--- src/rtl/axi_wr_txn_tracker.sv ---
// -----------------------------------------------------------------------------
// axi_wr_txn_tracker
// Tracks outstanding AXI write transactions from AW acceptance through W-last
// to B retirement. Entries are kept in a compacting ordered list, with slot 0
// holding the oldest entry and valid slots occupying 0..count-1.
//
// Ports:
//   clk, rst_n          clock, asynchronous active-low reset
//   awid/awvalid/awready/awuser   AW channel (awuser carries the txn type)
//   wid/wvalid/wready/wlast       W channel
//   bid/bvalid/bready             B channel
//   to_block            router veto on AW insertion
//   release_ready       special-release memory accepts a DIVERT release
//   err_clr             clears the sticky b_orphan flag
//   count               number of occupied slots (registered)
//   full/empty/almost_full        occupancy flags decoded from count
//   block_data          current W beat has no open matching entry
//   block_fin           one-cycle pulse after a BLOCK-type retirement
//   spec_release        DIVERT release request, held until accepted
//   b_orphan            sticky: a B arrived with no retirable entry
// -----------------------------------------------------------------------------
module axi_wr_txn_tracker #(
  parameter int                SLOTS       = 9,
  parameter int                ID_W        = 4,
  parameter int                USER_W      = 2,
  parameter logic [USER_W-1:0] BLOCK_CODE  = 2'b01,
  parameter logic [USER_W-1:0] DIVERT_CODE = 2'b10,
  parameter int                AF_MARGIN   = 1
) (
  input  logic                         clk,
  input  logic                         rst_n,
  input  logic [ID_W-1:0]              awid,
  input  logic                         awvalid,
  input  logic                         awready,
  input  logic [USER_W-1:0]            awuser,
  input  logic [ID_W-1:0]              wid,
  input  logic                         wvalid,
  input  logic                         wready,
  input  logic                         wlast,
  input  logic [ID_W-1:0]              bid,
  input  logic                         bvalid,
  input  logic                         bready,
  input  logic                         to_block,
  input  logic                         release_ready,
  input  logic                         err_clr,
  output logic [$clog2(SLOTS+1)-1:0]   count,
  output logic                         full,
  output logic                         empty,
  output logic                         almost_full,
  output logic                         block_data,
  output logic                         block_fin,
  output logic                         spec_release,
  output logic                         b_orphan
);

  localparam int CNT_W = $clog2(SLOTS + 1);
  localparam int IDX_W = $clog2(SLOTS);
  localparam logic [CNT_W-1:0] SLOTS_C = CNT_W'(SLOTS);
  localparam logic [CNT_W-1:0] AF_C    = CNT_W'(SLOTS - AF_MARGIN);

  logic [ID_W-1:0]   id_q   [SLOTS];
  logic [ID_W-1:0]   id_d   [SLOTS];
  logic [USER_W-1:0] typ_q  [SLOTS];
  logic [USER_W-1:0] typ_d  [SLOTS];
  logic              done_q [SLOTS];
  logic              done_d [SLOTS];
  logic [CNT_W-1:0]  count_q, count_d;
  logic              block_fin_q, block_fin_d;
  logic              spec_release_q, spec_release_d;
  logic              b_orphan_q, b_orphan_d;

  logic              w_hit, b_hit;
  logic [IDX_W-1:0]  w_idx, b_idx;
  logic              ins, ret, dset, b_hs;
  logic [CNT_W-1:0]  ins_pos;

  // Lowest-index searches: descending scan so the lowest match is written last
  always_comb begin
    w_hit = 1'b0;
    w_idx = {IDX_W{1'b0}};
    b_hit = 1'b0;
    b_idx = {IDX_W{1'b0}};
    for (int i = SLOTS - 1; i >= 0; i--) begin
      if ((CNT_W'(i) < count_q) && (id_q[i] == wid) && !done_q[i]) begin
        w_hit = 1'b1;
        w_idx = IDX_W'(i);
      end else begin
        w_hit = w_hit;
        w_idx = w_idx;
      end
      if ((CNT_W'(i) < count_q) && (id_q[i] == bid) && done_q[i]) begin
        b_hit = 1'b1;
        b_idx = IDX_W'(i);
      end else begin
        b_hit = b_hit;
        b_idx = b_idx;
      end
    end
  end

  // Event decode and next-state list update (done-set, then shift, then tail write)
  always_comb begin
    ins     = awvalid & awready & ~full & ~to_block;
    b_hs    = bvalid & bready;
    ret     = b_hs & b_hit;
    dset    = wvalid & wready & wlast & w_hit;
    id_d    = id_q;
    typ_d   = typ_q;
    done_d  = done_q;
    // w_idx and b_idx can never coincide: one requires done=0, the other done=1
    done_d[w_idx] = done_d[w_idx] | dset;
    for (int i = 0; i < SLOTS - 1; i++) begin
      if (ret && (IDX_W'(i) >= b_idx)) begin
        id_d[i]   = id_d[i+1];
        typ_d[i]  = typ_d[i+1];
        done_d[i] = done_d[i+1];
      end else begin
        id_d[i]   = id_d[i];
        typ_d[i]  = typ_d[i];
        done_d[i] = done_d[i];
      end
    end
    if (ret) begin
      done_d[SLOTS-1] = 1'b0;
    end else begin
      done_d[SLOTS-1] = done_d[SLOTS-1];
    end
    // Tail position after any retirement; ins implies count_q < SLOTS
    ins_pos = count_q - {{(CNT_W-1){1'b0}}, ret};
    if (ins) begin
      id_d[ins_pos[IDX_W-1:0]]   = awid;
      typ_d[ins_pos[IDX_W-1:0]]  = awuser;
      done_d[ins_pos[IDX_W-1:0]] = 1'b0;
    end else begin
      id_d   = id_d;
      typ_d  = typ_d;
      done_d = done_d;
    end
    count_d = count_q + {{(CNT_W-1){1'b0}}, ins} - {{(CNT_W-1){1'b0}}, ret};

    block_fin_d = ret & (typ_q[b_idx] == BLOCK_CODE);
    // Retiring the head exposes slot 1 as the new head; a DIVERT there is released
    if (ret && (b_idx == {IDX_W{1'b0}}) && (count_q >= CNT_W'(2)) &&
        (typ_q[1] == DIVERT_CODE)) begin
      spec_release_d = 1'b1;
    end else if (release_ready) begin
      spec_release_d = 1'b0;
    end else begin
      spec_release_d = spec_release_q;
    end
    if (b_hs && !b_hit) begin
      b_orphan_d = 1'b1;
    end else if (err_clr) begin
      b_orphan_d = 1'b0;
    end else begin
      b_orphan_d = b_orphan_q;
    end
  end

  // State registers with asynchronous clear of every entry and flag
  always_ff @(posedge clk or negedge rst_n) begin
    if (!rst_n) begin
      for (int i = 0; i < SLOTS; i++) begin
        id_q[i]   <= {ID_W{1'b0}};
        typ_q[i]  <= {USER_W{1'b0}};
        done_q[i] <= 1'b0;
      end
      count_q        <= {CNT_W{1'b0}};
      block_fin_q    <= 1'b0;
      spec_release_q <= 1'b0;
      b_orphan_q     <= 1'b0;
    end else begin
      id_q           <= id_d;
      typ_q          <= typ_d;
      done_q         <= done_d;
      count_q        <= count_d;
      block_fin_q    <= block_fin_d;
      spec_release_q <= spec_release_d;
      b_orphan_q     <= b_orphan_d;
    end
  end

  // Output decode from registered state
  always_comb begin
    count        = count_q;
    full         = (count_q == SLOTS_C);
    empty        = (count_q == {CNT_W{1'b0}});
    almost_full  = (count_q >= AF_C);
    block_data   = wvalid & ~w_hit;
    block_fin    = block_fin_q;
    spec_release = spec_release_q;
    b_orphan     = b_orphan_q;
  end

endmodule

--- config.mk ---
export PLATFORM = sky130hd
export DESIGN_NAME = axi_wr_txn_tracker
export DESIGN_NICKNAME = d
export VERILOG_FILES = /design/src/rtl/axi_wr_txn_tracker.sv
export SDC_FILE = /design/constraint.sdc
export NUM_CORES = 1
export LEC_CHECK = 0
export ABC_CLOCK_PERIOD_IN_PS = 6500
export CAP_MARGIN = 10
export CORE_UTILIZATION = 55
export DETAILED_ROUTE_END_ITERATION = 8
export PLACE_DENSITY = 0.76
export SLEW_MARGIN = 15
export SYNTH_ARGS = -nofsm -noshare
export SYNTH_HDL_FRONTEND = slang
export SYNTH_SLANG_ARGS = --single-unit
--- constraint.sdc ---
create_clock -name clk -period 6.5 [get_ports clk]
set_input_delay 0.975 -clock clk [delete_from_list [all_inputs] [get_ports clk]]
set_output_delay 0.975 -clock clk [all_outputs]
set_load 0.01 [all_outputs]
==> impl_metrics.env <==
export IMPL_yosys_warnings=0
export IMPL_fillers=765
export IMPL_hp_start="spec_release"
export IMPL_place_area_mm2=0.00541
export IMPL_drive_gt1_frac=0.0863
export IMPL_critPathBufInv=1
export IMPL_drc=1
export IMPL_drtAntennaViolNets=0
export IMPL_synth_top_area_cell="dfrtp_1"
export IMPL_clk_pin_slew_ns=0.08
export IMPL_cts_setup_buffers=0
export IMPL_vias=4306
export IMPL_cp_required_ns=6.70
export IMPL_clk_latency_ns=0.36
export IMPL_synth_distinct_cells=73
export IMPL_ff2ff_setup_slack_ns=1.73
export IMPL_cp_common_cell="nor2_1"
export IMPL_grt_max_degree=71
export IMPL_initial_core_util=0.574
export IMPL_holdPathEnd="spec_release"
export IMPL_synth_seq_area_share=0.346
export IMPL_die_w_um=97.9
export IMPL_hold_path_class="register to register"
export IMPL_synth_edff_count=0
export IMPL_syn_inst=564
export IMPL_hold_viol_final=0
export IMPL_place_ws_ns=1.12
export IMPL_layout_common_cells="dfrtp_1 (70), nor2_1 (68), a21oi_1 (50), mux2i_1 (43), xnor2_1 (36)"
export IMPL_total_power_uw=2430
export IMPL_routedWlPerCell_um=20.8
export IMPL_cp_end_kind="register"
export IMPL_hold_path_depth=2
export IMPL_synth_top_area_frac=0.346
export IMPL_cts_sinks=70
export IMPL_critPathLaunchType="primary input"
export IMPL_antenna_cells=0
export IMPL_min_period_over_period=0.802
export IMPL_layout_setup_ws_ns=1.29
export IMPL_stdcell_area_mm2=0.00562
export IMPL_first_global_vias=4284
export IMPL_fin_nets=625
export IMPL_r2r_start="count[2]"
export IMPL_cts_root_buf="clkbuf_8"
export IMPL_synthesis_area_mm2=0.00506
export IMPL_crit_type="primary input to register"
export IMPL_ys_flop_type="dfrtp_1"
export IMPL_timing_rr_end="typ_q[16]"
export IMPL_async_reset_ff_frac=1.00
export IMPL_critPathSlowestCell="clkdlybuf4s50_1"
export IMPL_synthTopCellsByArea="dfrtp_1 (35%), mux2i_1 (8.5%), xnor2_1 (6.2%)"
export IMPL_slew_viol_final=0
export IMPL_numCtsBuffers=9
export IMPL_overflow=0
export IMPL_cpLargestDelayFamily="simple AND/OR/NAND/NOR gates"
export IMPL_pin_count=37
export IMPL_cap_violations=0
export IMPL_reg2regPathDepth=16
export IMPL_max_freq_mhz=192
export IMPL_cellLeakagePower_uw=0.00253
export IMPL_io_buffers=36
export IMPL_drt_iter0_drc=304
export IMPL_die_area_mm2=0.00958
export IMPL_cts_htree_levels=3
export IMPL_synth_seq_cells=70
export IMPL_vias_per_cell=6.16
export IMPL_dpl_hpwl_um=11100
export IMPL_crit_chain="clkdlybuf4s50_1 > xor2_1 > a2111oi_0 > nand3_1 > and4_1 > and2_4 > nand2_1 > nor2_1 > nor2_1 > ha_1 > o21ai_0 > xnor2_1 > nand2_1 > nor2_1 > o21ai_0"
export IMPL_syn_nets=602
export IMPL_grt_pass1_wl_um=23300
export IMPL_tightestPinTransition_ns=1.15
export IMPL_final_instance_count_excl_fill=699
export IMPL_routed_wl_um=14500
export IMPL_cts_tree="done"
export IMPL_area_growth_pct=11.2
export IMPL_arrival_ns=5.41
export IMPL_layout_commonest_cell="dfrtp_1"
export IMPL_row_count=34
export IMPL_power_density_mw_per_mm2=432
export IMPL_fin_worst_skew_ns=0.0157
export IMPL_core_area_mm2=0.00881
export IMPL_slowest_delay_ns=0.76
export IMPL_dp_cells=684
export IMPL_seqCellArea_mm2=0.00175
export IMPL_avgSynthCellArea_um2=8.96
export IMPL_finalSetupViolations=0
export IMPL_rsz0062_at_grt="no"
export IMPL_first_pass_iters=7
export IMPL_die_h_um=97.9
export IMPL_gp_congestion=0.975
export IMPL_cts_hold_buffers=0
export IMPL_vdd_ir_drop_worst_mv=0.274
export IMPL_cts_path_max_buffers=2
export IMPL_antenna_found_initial=0
export IMPL_crit_path_max_fanout=13
export IMPL_grt_use_total=0.323
export IMPL_ctsResizeCount=0
export IMPL_timing_slew_headroom=0.227
export IMPL_multi_input_area_mm2=0.00305
export IMPL_fin_crit_ns=5.21
export IMPL_status="finished with violations"
export IMPL_violations="DRC"
export IMPL_tns_ns=0
metal layers:
layer	track usage	wire length [µm]	up-vias
li1	-	-	2020
met1	0.410	5940	2074
met2	0.533	6970	175
met3	0.0666	1130	37
met4	0.141	495	0
met5	0	0	-
cells in the mapped netlist (5+ instances only):
library cell / number
nor4_1: 5
mux2_2: 7
a21oi_1: 50
clkbuf_1: 9
o21ai_1: 13
mux2i_1: 43
buf_1: 7
a21boi_1: 5
and3_1: 6
xor2_1: 33
nor3_1: 10
o21ai_0: 14
ha_1: 11
nand2_1: 35
nor2b_1: 7
inv_1: 25
nand3_1: 16
nor2_1: 68
buf_6: 5
dfrtp_1: 70
nand4_1: 8
xnor2_1: 36
how the worst max path moves through the flow:
stage / slack (ns) / endpoint / start / depth (start not counted)
after floorplan: 2.50 / id_q[14] / bid[2] / 18
after global placement: 1.23 / done_q[7] / bid[1] / 17
after detailed placement: 1.12 / done_q[7] / bid[1] / 17
after CTS: 1.42 / done_q[7] / bid[1] / 17
after global routing: 0.96 / id_q[31] / bid[1] / 17
final: 1.29 / typ_q[16] / bid[1] / 15
state kept, by name, indices dropped and copies added, names as in the netlist, named ones only:
register and flops:
spec_release 1, count 4, id_q 32, b_orphan 1
done_q 9, typ_q 16, block_fin 1
through the flow:
step | hold WS, ns | utilization
after floorplan | 0.494 | -
final | 0.528 | 0.638
after global routing | 0.564 | 0.638
after global placement | 0.520 | 0.614
after CTS | 0.531 | 0.638
after detailed placement | 0.520 | 0.614
cells by family (layout without fill, tap and decap cells):
| kind of cell | after synthesis | after routing | synth area share |
|---|---|---|---|
| and+or+nand+nor | 187 | 187 | 0.195 |
| AOI/OAI and AO/OA | 120 | 120 | 0.153 |
| DFF | 70 | 70 | 0.346 |
| xor gates and xnor gates | 69 | 69 | 0.120 |
| buffers and inverters | 55 | 82 | 0.0512 |
| muxes | 51 | 51 | 0.103 |
| adders and majority gates | 12 | 12 | 0.0312 |
where the power goes:
part | internal [µW] | switching (µW) | leakage (µW)
registers | 628 | 286 | 0.000898
logic | 529 | 592 | 0.00153
clock network | 214 | 178 | 0.000105
worst reg2reg max path, delay by kind of cell (launching register included):
kind	cells	cell delay [ns]
compound gates	3	0.77
xor+xnor	1	0.39
fa+ha+maj	2	0.61
buf+inv	1	0.15
flops	1	0.47
simple gates	9	2.22
area by class of cell:
type                       instances  area share
inverter                          30      0.0205
clock buffer                       9      0.0220
multi-input combinational        439       0.542
tap                              108      0.0240
timing repair buffer              37      0.0646
sequential                        70       0.312
clock inverter                     6      0.0154
No activity file was read; power rests on OpenSTA's default activity.
==> edit 1 (same settings) <==
The parameter `USER_W` goes from 2 to 4.
--- a/src/rtl/axi_wr_txn_tracker.sv
+++ b/src/rtl/axi_wr_txn_tracker.sv
@@ -22,7 +22,7 @@
 module axi_wr_txn_tracker #(
   parameter int                SLOTS       = 9,
   parameter int                ID_W        = 4,
-  parameter int                USER_W      = 2,
+  parameter int                USER_W      = 4,
   parameter logic [USER_W-1:0] BLOCK_CODE  = 2'b01,
   parameter logic [USER_W-1:0] DIVERT_CODE = 2'b10,
   parameter int                AF_MARGIN   = 1
Interface: changed (resized awuser); port bits go from 37 to 39. The function was not compared with the original's and may differ.
==> edit 1 against the unedited design <==
Power increased by 6.5%; sequential power increased by 17%; sequential cell count grew 18; cell area up 15%; worst setup slack got worse by 0.18 ns; die area rose by 16%; wire length increased by 9.7%; critical path depth fell by 1; area after synthesis increased by 16%; clock skew is essentially flat; sequential share of layout area is 2.8 points higher; critical path type unchanged.
==> edit 1: results (changes against the unedited design) <==
| Metric | Value |
|---|---|
| Max_slew headroom | 27.8% (was 22.7%) |
| Pin count of the biggest net entering global routing | 48 (was 71) |
| Crit path max-delay cell type | nor2_1 (was clkdlybuf4s50_1) |
| Synth top cells by count | dfrtp_1, mux2i_1, nor2_1 (was dfrtp_1, nor2_1, a21oi_1) |
| Vias per cell | 6.08 (was 6.16) |
| Setup slack, reg-to-reg | 1.53 ns (was 1.73 ns) |
| Fill cells | 867 (was 765) |
| Nets | 692 (was 625) |
| DRC viols | 0 (was 1) |
| Clock slew at reported path FFs | 0.10 ns (was 0.08 ns) |
| Worst stage delay on the critical path | 0.85 ns (was 0.76 ns) |
| Max VDD drop | 0.190 mV (was 0.274 mV) |
| Mean area per synthesized cell | 9.29 sq um (was 8.96 sq um) |
| Worst setup path start | bid[2] (was bid[1]) |
| Placement Cell Area | 6270 sq um (was 5410 sq um) |
| Crit path DAT | 5.60 ns (was 5.41 ns) |
| Footprint of the multi-input gates | 3410 sq um (was 3050 sq um) |
| Total GRT Usage | 30.9% (was 32.3%) |
| Largest regs | id_q x32, typ_q x32, done_q x9 (was id_q x32, typ_q x16, done_q x9) |
| Clock skew | 0.0162 ns (was 0.0157 ns) |
| Outcome | finished, final reports clean (was complete, but fails checks) |
| Port Buf Inserts | 38 (was 36) |
| Fmax | 185 MHz (was 192 MHz) |
| WL final | 15900 microns (was 14500 microns) |
| Pre-antenna DRT Iters | 5 (was 7) |
| Switch share | 41.9% (was 43.5%) |
| Leading post-synthesis cells by cell area | dfrtp_1, mux2i_1, xor2_1, a21oi_1, xnor2_1 (was dfrtp_1, mux2i_1, xnor2_1, xor2_1, nor2_1) |
| Pre-CTS setup slack | 0.873 ns (was 1.12 ns) |
| Routed len/inst | 20.1 microns (was 20.8 microns) |
| Placed Cells | 777 (was 684) |
| Register area share after synthesis | 37.5% (was 34.6%) |
| Pleak | 0.00303 uW (was 0.00253 uW) |
## edit 1: changes by cell type after synthesis, sizes merged, moves of 8 or more
cell and change:
mux2i +25, buf +11, xnor2 -8, dfrtp +18, o21ai +9, xor2 +11
nand2 +13
## edit 1: metal layers
| metal | share of wire [%] | up-vias | wire, microns | global-route usage (%) |
|---|---|---|---|---|
| li1 | - | 2246 | - | - |
| met1 | 43 | 2342 | 6920 | 41.4 |
| met2 | 47 | 188 | 7430 | 49.3 |
| met3 | 6.9 | 44 | 1110 | 5.69 |
| met4 | 3.1 | 0 | 493 | 12.8 |
| met5 | 0 | - | 0 | 0 |
## edit 1: area by class of cell
cell class                      instances  area share [%]
Inverter                               24            1.39
Tap cell                              136            2.62
Clock inverter                          6            1.14
Multi-Input combinational cell        488            52.6
Sequential cell                        88            34.0
Timing Repair Buffer                   41            6.18
Clock buffer                           10            2.12
## edit 1: power by group through the flow
stage	clock, uW	sequential [uW]	combinational [uW]
2_1_floorplan	0	985	836
3_3_place_gp	0	1070	1050
3_5_place_dp	0	1080	1080
4_1_cts	411	1070	1090
5_1_grt	440	1100	1230
6_report	410	1070	1100
## edit 1: worst paths after layout
| kind | cells after the start | endpoint |
|---|---|---|
| max | 14 | id_q[33]$_DFF_PN0_ |
| min | 2 | spec_release$_DFFE_PN0P_ |
| max reg2reg | 15 | id_q[33]$_DFF_PN0_ |
| min reg2reg | 2 | spec_release$_DFFE_PN0P_ |
| max in group asynchronous | 2 | id_q[8]$_DFF_PN0_ |
| min in group asynchronous | 1 | spec_release$_DFFE_PN0P_ |
## edit 1: cells by family after synthesis
family          count (synthesis)  share of synthesized area, %
compound gates                121                          12.7
xor+xnor                       72                          10.7
fa+ha+maj                      12                          2.68
buf+inv                        57                          4.62
flops                          88                          37.5
mux                            79                          13.9
simple gates                  204                          17.9
==> edit 2 (same settings) <==
Made on the original files. Register the output `count`; this adds one clock of latency there. The other outputs are not delayed to match. Comments in the files are not updated.
--- a/src/rtl/axi_wr_txn_tracker.sv
+++ b/src/rtl/axi_wr_txn_tracker.sv
@@ -58,6 +58,8 @@
   localparam logic [CNT_W-1:0] SLOTS_C = CNT_W'(SLOTS);
   localparam logic [CNT_W-1:0] AF_C    = CNT_W'(SLOTS - AF_MARGIN);
 
+  logic [$clog2(SLOTS+1)-1:0] count_c;
+
   logic [ID_W-1:0]   id_q   [SLOTS];
   logic [ID_W-1:0]   id_d   [SLOTS];
   logic [USER_W-1:0] typ_q  [SLOTS];
@@ -182,7 +184,7 @@
 
   // Output decode from registered state
   always_comb begin
-    count        = count_q;
+    count_c      = count_q;
     full         = (count_q == SLOTS_C);
     empty        = (count_q == {CNT_W{1'b0}});
     almost_full  = (count_q >= AF_C);
@@ -192,5 +194,9 @@
     b_orphan     = b_orphan_q;
   end
 
+  always_ff @(posedge clk) begin
+    count <= count_c;
+  end
+
 endmodule
 
Behaviour: not the same (Yosys sat finds a counterexample within 4 cycles, from zero or initial values and one cycle with rst_n low).
==> edit 2 against the unedited design <==
Fmax grew 5.0%; first-iteration DRC count grew 32%; worst setup slack gained 0.25 ns; power shrank 2.0%; wire length shrank 4.9%; sequential share of layout area grew 1.9 points; core utilization shrank 0.22 points; sequential cell count grew 4; synthesized cell count shrank 2.3%; area after synthesis shrank 1.9%; cell area shrank 1.3%; highest routed layer unchanged.
==> edit 2: results (changes against the unedited design) <==
| Metric | Value |
|---|---|
| Outcome | finished, final reports clean (was complete, but fails checks) |
| Leading post-synthesis cells by cell area | dfrtp_1, mux2i_1, xor2_1, xnor2_1, nand2_1 (was dfrtp_1, mux2i_1, xnor2_1, xor2_1, nor2_1) |
| Worst stage delay on the critical path | 0.93 ns (was 0.76 ns) |
| Adder-Cell Fraction of Synth Area | 3.18% (was 3.12%) |
| Met2 Usage GRT | 48.0% (was 53.3%) |
| Number of nets produced by synthesis | 589 (was 602) |
| Clock skew | 0.0145 ns (was 0.0157 ns) |
| Max VDD drop | 0.229 mV (was 0.274 mV) |
| M3 GR Usage | 5.78% (was 6.66%) |
| Dpl hpwl | 10200 microns (was 11100 microns) |
| Max_slew headroom | 31.4% (was 22.7%) |
| Compound-Gate Fraction of Synth Area | 14.2% (was 15.3%) |
| Met3 wire len | 1010 microns (was 1130 microns) |
| Wire length on met1 | 6100 microns (was 5940 microns) |
| Vias per cell | 6.24 (was 6.16) |
| Vias in the first global route | 4325 (was 4284) |
| First-pass GRT wire length | 22400 microns (was 23300 microns) |
| Total GRT Usage | 30.4% (was 32.3%) |
| H-tree depth | 3 (unchanged) |
| WL final | 13800 microns (was 14500 microns) |
| First DRT Iteration DRCs | 402 (was 304) |
| Post-synthesis async set-or-reset flop share | 94.6% (was 100%) |
| Register area share after synthesis | 36.9% (was 34.6%) |
| Pre-CTS setup slack | 1.25 ns (was 1.12 ns) |
| Nets | 614 (was 625) |
| Share of cells above drive strength 1 | 7.40% (was 8.63%) |
| CTS max path bufs | 2 (unchanged) |
| Mux contribution to synthesized area | 11.6% (was 10.3%) |
| Xor and xnor area share after synthesis | 12.4% (was 12.0%) |
| Switch share | 44.3% (was 43.5%) |
| RD Place Congestion | 0.913 (was 0.975) |
| Synth cell types | 57 (was 73) |
| Fill cells | 739 (was 765) |
| Total length of routed met2 wires | 6280 microns (was 6970 microns) |
| Synth top cells by count | dfrtp_1, nand2_1, nor2_1 (was dfrtp_1, nor2_1, a21oi_1) |
| Pleak | 0.00245 uW (was 0.00253 uW) |
| Post-CTS sizing | 0 (unchanged) |
| Met1 GRT Util | 40.9% (was 41.0%) |
| Pre-antenna DRT Iters | 6 (was 7) |
## edit 2: worst reg2reg max path, delay by kind of cell, from the launching register on
family        cells  cell delay, ns
flops             1            0.48
fa+ha+maj         3            1.04
buf+inv           1            0.23
mux               1            0.42
simple gates     10            2.58
## edit 2: metrics by stage
step / total power, uW / instance area [sq um] / hold WS (ns) / instances / utilization, %
finish: 2380 / 5550 / 0.482 / 689 / 63.6
CTS: 2360 / 5550 / 0.473 / 689 / 63.6
global route: 2540 / 5550 / 0.496 / 689 / 63.6
floorplan: 1660 / 4960 / 0.410 / 551 / -
detailed placement: 2000 / 5360 / 0.450 / 673 / 61.4
global placement: 1950 / 5360 / 0.448 / 673 / 61.4
## edit 2: final timing paths
path / start / endpoint / slack [ns] / cells past startpoint
max: bid[0] / typ_q[17]$_DFF_PN0_ / 1.54 / 15
min: count_c[2]$_DFF_PN0_ / count[2]$_DFF_P_ / 0.48 / 0
max reg2reg: count_c[3]$_DFF_PN0_ / flip-flop / 1.64 / 15
min reg2reg: count_c[2]$_DFF_PN0_ / count[2]$_DFF_P_ / 0.48 / 0
max in group asynchronous: rst_n / id_q[34]$_DFF_PN0_ / 5.08 / 2
min in group asynchronous: rst_n / count_c[1]$_DFF_PN0_ / 0.79 / 2
## edit 2: power groups by stage
| stage | clock [uW] | sequential, uW | combinational [uW] |
|---|---|---|---|
| global placement | 0 | 920 | 1030 |
| floorplan | 0 | 849 | 812 |
| finish | 365 | 928 | 1090 |
| CTS | 368 | 919 | 1080 |
| global route | 388 | 953 | 1200 |
| detailed placement | 0 | 927 | 1070 |
## edit 2: layout make-up
type	instances	share of cell area (%)
Multi-Input combinational cell	428	52.7
Sequential cell	74	33.0
Timing Repair Buffer	39	6.81
Tap cell	108	2.44
Clock buffer	9	2.23
Inverter	24	1.62
Clock inverter	7	1.20
